--- config.mk ---
export PLATFORM = sky130hd
export DESIGN_NAME = fft_pingpong_sched
export DESIGN_NICKNAME = d
export VERILOG_FILES = /design/src/rtl/fft_pingpong_sched.sv
export SDC_FILE = /design/constraint.sdc
export NUM_CORES = 1
export LEC_CHECK = 0
export CORE_ASPECT_RATIO = 1.5
export CORE_UTILIZATION = 30
export DETAILED_ROUTE_END_ITERATION = 8
export PLACE_DENSITY = 0.63
export SLEW_MARGIN = 40
export SYNTH_ARGS = -nofsm -noshare
export SYNTH_HDL_FRONTEND = slang
export SYNTH_SLANG_ARGS = --single-unit
--- constraint.sdc ---
create_clock -name ap_clk -period 4.15 [get_ports ap_clk]
set_clock_uncertainty 0.2 [all_clocks]
set_input_delay 0.83 -clock ap_clk [delete_from_list [all_inputs] [get_ports ap_clk]]
set_output_delay 0.83 -clock ap_clk [all_outputs]
set_load 0.05 [all_outputs]
--- src/rtl/fft_pingpong_sched.sv ---
// -----------------------------------------------------------------------------
// fft_pingpong_sched
//
// Top-level sequencer for the ping-pong FFT dataflow. Launches NUM_STAGES
// butterfly engines strictly one at a time, in order, using each engine's
// ap_start/ap_ready/ap_done/ap_continue handshake. Tracks which of the two
// buffer banks the active stage reads (it writes the other one), reports the
// bank holding the final result, and aborts the frame if a stage hangs.
//
// Ports
//   ap_clk, ap_rst_n     clock (rising edge), async active-low reset
//   ap_start/ap_ready    frame request / request accepted (combinational pulse)
//   ap_done/ap_continue  frame finished (held) / consumer took the result
//   ap_idle              scheduler idle and not being started
//   in_bank              bank holding the input frame, sampled on accept
//   out_bank             bank holding the result, valid while ap_done=1
//   stage_start          per-stage ap_start, one-hot or zero
//   stage_ready          per-stage ap_ready (only the active bit is used)
//   stage_done           per-stage ap_done (only the active bit is used)
//   stage_continue       per-stage ap_continue, one-hot single-cycle pulse
//   rd_bank              bank read by the active stage; it writes ~rd_bank
//   cur_stage            index of the active stage
//   tmo_limit            per-stage watchdog limit in cycles, 0 disables it
//   err                  watchdog abort happened in this frame (sticky)
//   frame_cnt            completed frames, wrapping
//
// State  | meaning
// -------+---------------------------------------------------------------
// IDLE   | waiting for ap_start
// START  | stage_start[idx] asserted, waiting for the stage to accept
// WAIT   | stage accepted, waiting for its done
// ACK    | one-cycle stage_continue[idx], advance to next stage or finish
// DONE   | ap_done held until ap_continue
// -----------------------------------------------------------------------------
module fft_pingpong_sched #(
    parameter int NUM_STAGES = 10,
    parameter int IDX_W      = 4,
    parameter int TMO_W      = 16
) (
    input  logic                  ap_clk,
    input  logic                  ap_rst_n,
    input  logic                  ap_start,
    output logic                  ap_ready,
    output logic                  ap_done,
    input  logic                  ap_continue,
    output logic                  ap_idle,
    input  logic                  in_bank,
    output logic                  out_bank,
    output logic [NUM_STAGES-1:0] stage_start,
    input  logic [NUM_STAGES-1:0] stage_ready,
    input  logic [NUM_STAGES-1:0] stage_done,
    output logic [NUM_STAGES-1:0] stage_continue,
    output logic                  rd_bank,
    output logic [IDX_W-1:0]      cur_stage,
    input  logic [TMO_W-1:0]      tmo_limit,
    output logic                  err,
    output logic [15:0]           frame_cnt
);

    typedef enum logic [2:0] {
        S_IDLE,
        S_START,
        S_WAIT,
        S_ACK,
        S_DONE
    } state_t;

    // An odd stage count leaves the result in the bank opposite the input.
    localparam logic ODD_STAGES = 1'((NUM_STAGES % 2) != 0);

    state_t                  state;
    logic [IDX_W-1:0]        idx;
    logic [TMO_W-1:0]        tmo;
    logic                    bank_q;
    logic                    err_q;
    logic [15:0]             frame_q;

    logic [NUM_STAGES-1:0]   idx_oh;
    logic                    sel_ready;
    logic                    sel_done;
    logic                    last_stage;
    logic                    tmo_hit;
    logic [TMO_W-1:0]        tmo_next;

    always_comb begin
        idx_oh = '0;
        for (int i = 0; i < NUM_STAGES; i++) begin
            idx_oh[i] = (idx == IDX_W'(i));
        end
    end

    // Handshake bits of stages other than the active one are masked off here.
    assign sel_ready  = |(stage_ready & idx_oh);
    assign sel_done   = |(stage_done & idx_oh);
    assign last_stage = (idx == IDX_W'(NUM_STAGES - 1));
    assign tmo_hit    = (tmo_limit != '0) && (tmo == tmo_limit - 1'b1);
    // Saturate so a disabled or very long watchdog never wraps into a false hit.
    assign tmo_next   = (tmo == '1) ? tmo : tmo + 1'b1;

    // Outputs decode the state registers directly, so every handshake output
    // drops as soon as the async reset forces IDLE. ap_ready is also gated by
    // the reset pin so an ap_start held during reset is never acknowledged.
    assign ap_ready       = (state == S_IDLE) && ap_start && ap_rst_n;
    assign ap_idle        = (state == S_IDLE) && !ap_start;
    assign ap_done        = (state == S_DONE);
    assign stage_start    = (state == S_START) ? idx_oh : '0;
    assign stage_continue = (state == S_ACK) ? idx_oh : '0;
    assign rd_bank        = bank_q ^ idx[0];
    assign out_bank       = bank_q ^ ODD_STAGES;
    assign cur_stage      = idx;
    assign err            = err_q;
    assign frame_cnt      = frame_q;

    always_ff @(posedge ap_clk or negedge ap_rst_n) begin
        if (!ap_rst_n) begin
            state   <= S_IDLE;
            idx     <= '0;
            tmo     <= '0;
            bank_q  <= 1'b0;
            err_q   <= 1'b0;
            frame_q <= '0;
        end else begin
            case (state)
                S_IDLE: begin
                    if (ap_start) begin
                        bank_q <= in_bank;
                        idx    <= '0;
                        tmo    <= '0;
                        err_q  <= 1'b0;
                        state  <= S_START;
                    end
                end
                S_START: begin
                    tmo <= tmo_next;
                    // A stage finishing on the watchdog cycle takes priority.
                    if (sel_ready && sel_done) begin
                        state <= S_ACK;
                    end else if (tmo_hit) begin
                        err_q <= 1'b1;
                        state <= S_DONE;
                    end else if (sel_ready) begin
                        state <= S_WAIT;
                    end
                end
                S_WAIT: begin
                    tmo <= tmo_next;
                    if (sel_done) begin
                        state <= S_ACK;
                    end else if (tmo_hit) begin
                        err_q <= 1'b1;
                        state <= S_DONE;
                    end
                end
                S_ACK: begin
                    tmo <= '0;
                    if (last_stage) begin
                        state <= S_DONE;
                    end else begin
                        idx   <= idx + 1'b1;
                        state <= S_START;
                    end
                end
                S_DONE: begin
                    if (ap_continue) begin
                        frame_q <= frame_q + 1'b1;
                        state   <= S_IDLE;
                    end
                end
                default: begin
                    state <= S_IDLE;
                end
            endcase
        end
    end

endmodule

==> results.sh <==
export IMPL_outcome="completed"
export IMPL_rr_worst_depth=7
export IMPL_cp_slowest_cell="or4b_4"
export IMPL_synth_compound_area_share_pct=13.9
export IMPL_areaGrowthSynthToFinish_pct=37.9
export IMPL_maxSlewHeadroom_pct=46.1
export IMPL_grt_pass1_wl_um=13800
export IMPL_synthArstFlopShare_pct=100
export IMPL_synthSimpleGateAreaFrac_pct=31.2
export IMPL_critPathCapture="state[1]"
export IMPL_clock_root_buffer="clkbuf_16"
export IMPL_period_share_pct=90.6
export IMPL_yosysWarnings=0
export IMPL_ioPinCount=87
export IMPL_ys_types=54
export IMPL_num_rows=44
export IMPL_tritoncts="done"
export IMPL_dpl_hpwl_um=6570
export IMPL_synthAdderAreaFrac_pct=2.96
export IMPL_cts_buffers=5
export IMPL_synthesis_area_um2=2960
export IMPL_core_area_um2=9630
export IMPL_grt_overflow_total=0
export IMPL_vias=2919
export IMPL_worstMarginPinSlew_ns=0.788
export IMPL_antenna_found_initial=0
export IMPL_cpPeakStageDelay_ns=0.53
export IMPL_drc=0
export IMPL_drt_iter0_drc=101
export IMPL_ys_ff_latch=41
export IMPL_leakage_uw=0.00164
export IMPL_die_height_um=124
export IMPL_vias_per_cell=5.32
export IMPL_htreeDepth=2
export IMPL_cp_start_kind="primary input"
export IMPL_cap_violations=0
export IMPL_clk_pin_slew_ns=0.06
export IMPL_clk_path_buf_depth=2
export IMPL_cts_resized=0
export IMPL_drv_slew=0
export IMPL_r2r_slack_ns=1.04
export IMPL_final_nets=481
export IMPL_tns_ns=0
export IMPL_crit_chain="clkdlybuf4s50_1, inv_1, ha_1, or4b_4, or4_4, a2111oi_4, nand4_1, a2111oi_2, a211oi_1"
export IMPL_syn_inst=348
export IMPL_arrival_ns=3.71
export IMPL_crit_fanout=5
export IMPL_utilization_pct=42.4
export IMPL_syn_area_per_cell_um2=8.50
export IMPL_portBuffers=86
export IMPL_start_util_pct=30.7
export IMPL_routed_wl_um=8440
export IMPL_hold_class="flip-flop to flip-flop"
export IMPL_rsz0062_at_grt="false"
export IMPL_rr_endpoint="tmo[9]"
export IMPL_synth_edf_count=0
export IMPL_synth_ff_type="dfrtp_1"
export IMPL_clk_latency_ns=0.29
export IMPL_crit_type="primary input to flip-flop"
export IMPL_num_antenna_cells=0
export IMPL_holdBufCountCts=0
export IMPL_crit_start="tmo_limit[1]"
export IMPL_final_cell_area_um2=4080
export IMPL_crit_required_ns=4.10
export IMPL_place_area_um2=3940
export IMPL_crit_buf_inv=2
export IMPL_ant_nets=0
export IMPL_gp_congestion=0.847
export IMPL_period_needed_ns=3.76
export IMPL_cp_depth=9
export IMPL_fmax_ghz=0.266
export IMPL_power_density_nw_per_um2=446
export IMPL_cp_top_family="simple AND/OR/NAND/NOR gates"
export IMPL_synth_top_family_by_area="simple AND/OR/NAND/NOR gates"
export IMPL_syn_num_nets=396
export IMPL_cp_end_kind="flip-flop"
export IMPL_yosysSeqAreaShare_pct=34.7
export IMPL_track_usage_pct=16.6
export IMPL_numClockSinks=41
export IMPL_cts_setup_buffers=0
export IMPL_dr_pass1_iters=4
export IMPL_grt_pass1_vias=2862
export IMPL_peakVddDrop_v=0.000374
export IMPL_synth_mux_area_fraction_pct=1.40
export IMPL_die_area_um2=10300
export IMPL_hold_violations=0
export IMPL_reg2reg_from="tmo[0]"
export IMPL_fill_cells=949
export IMPL_synth_xor_area_share_pct=13.5
export IMPL_grt_max_degree=42
export IMPL_die_x_um=83.1
export IMPL_layout_drive_gt1_share_pct=5.30
export IMPL_wl_per_cell_um=15.4
export IMPL_setup_viol=0
## layer usage
metal	vias to the layer above	track usage [%]	wire length [µm]
met4	0	10.5	361
met1	1400	18.0	3390
met3	21	2.52	281
met2	74	30.4	4400
met5	-	0	0
li1	1424	-	-
## stage by stage
stage,setup WS [ns],hold slack [ns],cells,total power (µW)
5_1_grt,0.304,0.319,549,1950
3_5_place_dp,0.114,0.270,541,1440
6_report,0.391,0.284,549,1820
2_1_floorplan,0.803,0.307,348,1140
3_3_place_gp,0.177,0.266,541,1430
4_1_cts,0.415,0.289,549,1840
## area by class of cell
cell class | count | area, µm² | share of cell area, %
clock buffers | 5 | 125 | 3.07
well taps | 115 | 144 | 3.53
clock inverters | 3 | 21.3 | 0.521
multi-input cells | 289 | 1860 | 45.7
flip-flops and latches | 41 | 1030 | 25.1
inverters | 8 | 30.0 | 0.736
repair buffers | 88 | 871 | 21.3
## cells by family after synthesis
logic type	count (synthesis)
adder cells (fa/ha/maj)	7
XOR/XNOR	44
AO/OA/AOI/OAI	56
AND/OR/NAND/NOR	178
buffers and inverters	18
multiplexers	4
flip-flops	41
## placed cells by master (no fill, tap or decap), drive strengths merged, types with 2 or more instances in the layout
cell type      Yosys  layout
clkdlybuf4s50      0      85
dfrtp             41      41
nor2              39      39
nand2             36      36
xnor2             23      23
nand3             21      21
xor2              20      20
nor3              15      15
and3              14      14
nand4             12      12
o21ai             12      12
a21oi             11      11
and2              10      10
inv                8       9
ha                 7       7
o31ai              5       5
clkbuf             9       5
or2                4       4
nand2b             4       4
nor3b              4       4
or4                4       4
or3b               3       3
a222oi             3       3
a21boi             3       3
a22oi              3       3
mux2i              3       3
buf                1       3
a2111oi            3       3
nor2b              2       2
nor4               2       2
nand3b             2       2
a211oi             2       2
o311ai             2       2
o211ai             2       2
and4               2       2
## registers in the layout, indices dropped and copies added (netlist names)
register / flops
err: 1
tmo: 16
cur_stage: 4
frame_cnt: 16
out_bank: 1
state: 3
## worst min-delay path by stage
| stage | start | endpoint | slack (ns) | depth (start not counted) |
|---|---|---|---|---|
| 2_1_floorplan | tmo[6] | tmo[6] | 0.31 | 1 |
| 5_1_grt | frame_cnt[15] | frame_cnt[15] | 0.32 | 1 |
| 3_5_place_dp | frame_cnt[15] | frame_cnt[15] | 0.27 | 1 |
| 3_3_place_gp | frame_cnt[15] | frame_cnt[15] | 0.27 | 1 |
| 4_1_cts | frame_cnt[15] | frame_cnt[15] | 0.29 | 1 |
| 6_report | frame_cnt[15] | frame_cnt[15] | 0.28 | 1 |
## cell usage after synthesis, drive strengths merged, types with 3 or more instances
| cell | count | area [µm²] |
|---|---|---|
| or4 | 4 | 33.8 |
| xnor2 | 23 | 201 |
| nor3 | 15 | 75.1 |
| a222oi | 3 | 30.0 |
| xor2 | 20 | 175 |
| nor3b | 4 | 30.0 |
| mux2i | 3 | 30.0 |
| or2 | 4 | 25.0 |
| nand2b | 4 | 25.0 |
| a2111oi | 3 | 51.3 |
| a22oi | 3 | 22.5 |
| and3 | 14 | 87.6 |
| ha | 7 | 87.6 |
| o31ai | 5 | 37.5 |
| nand4 | 12 | 75.1 |
| inv | 8 | 30.0 |
| a21oi | 11 | 55.1 |
| nand2 | 36 | 135 |
| o21ai | 12 | 60.1 |
| dfrtp | 41 | 1030 |
| nor2 | 39 | 146 |
| clkbuf | 9 | 33.8 |
| or3b | 3 | 26.3 |
| nand3 | 21 | 105 |
| a21boi | 3 | 22.5 |
| and2 | 10 | 62.6 |
## power breakdown
group | switching (µW) | internal [µW]
combinational | 569 | 326
sequential | 96.4 | 442
clock | 163 | 224
total | 829 | 992
Note: power is estimated with default switching activity, not from simulation.
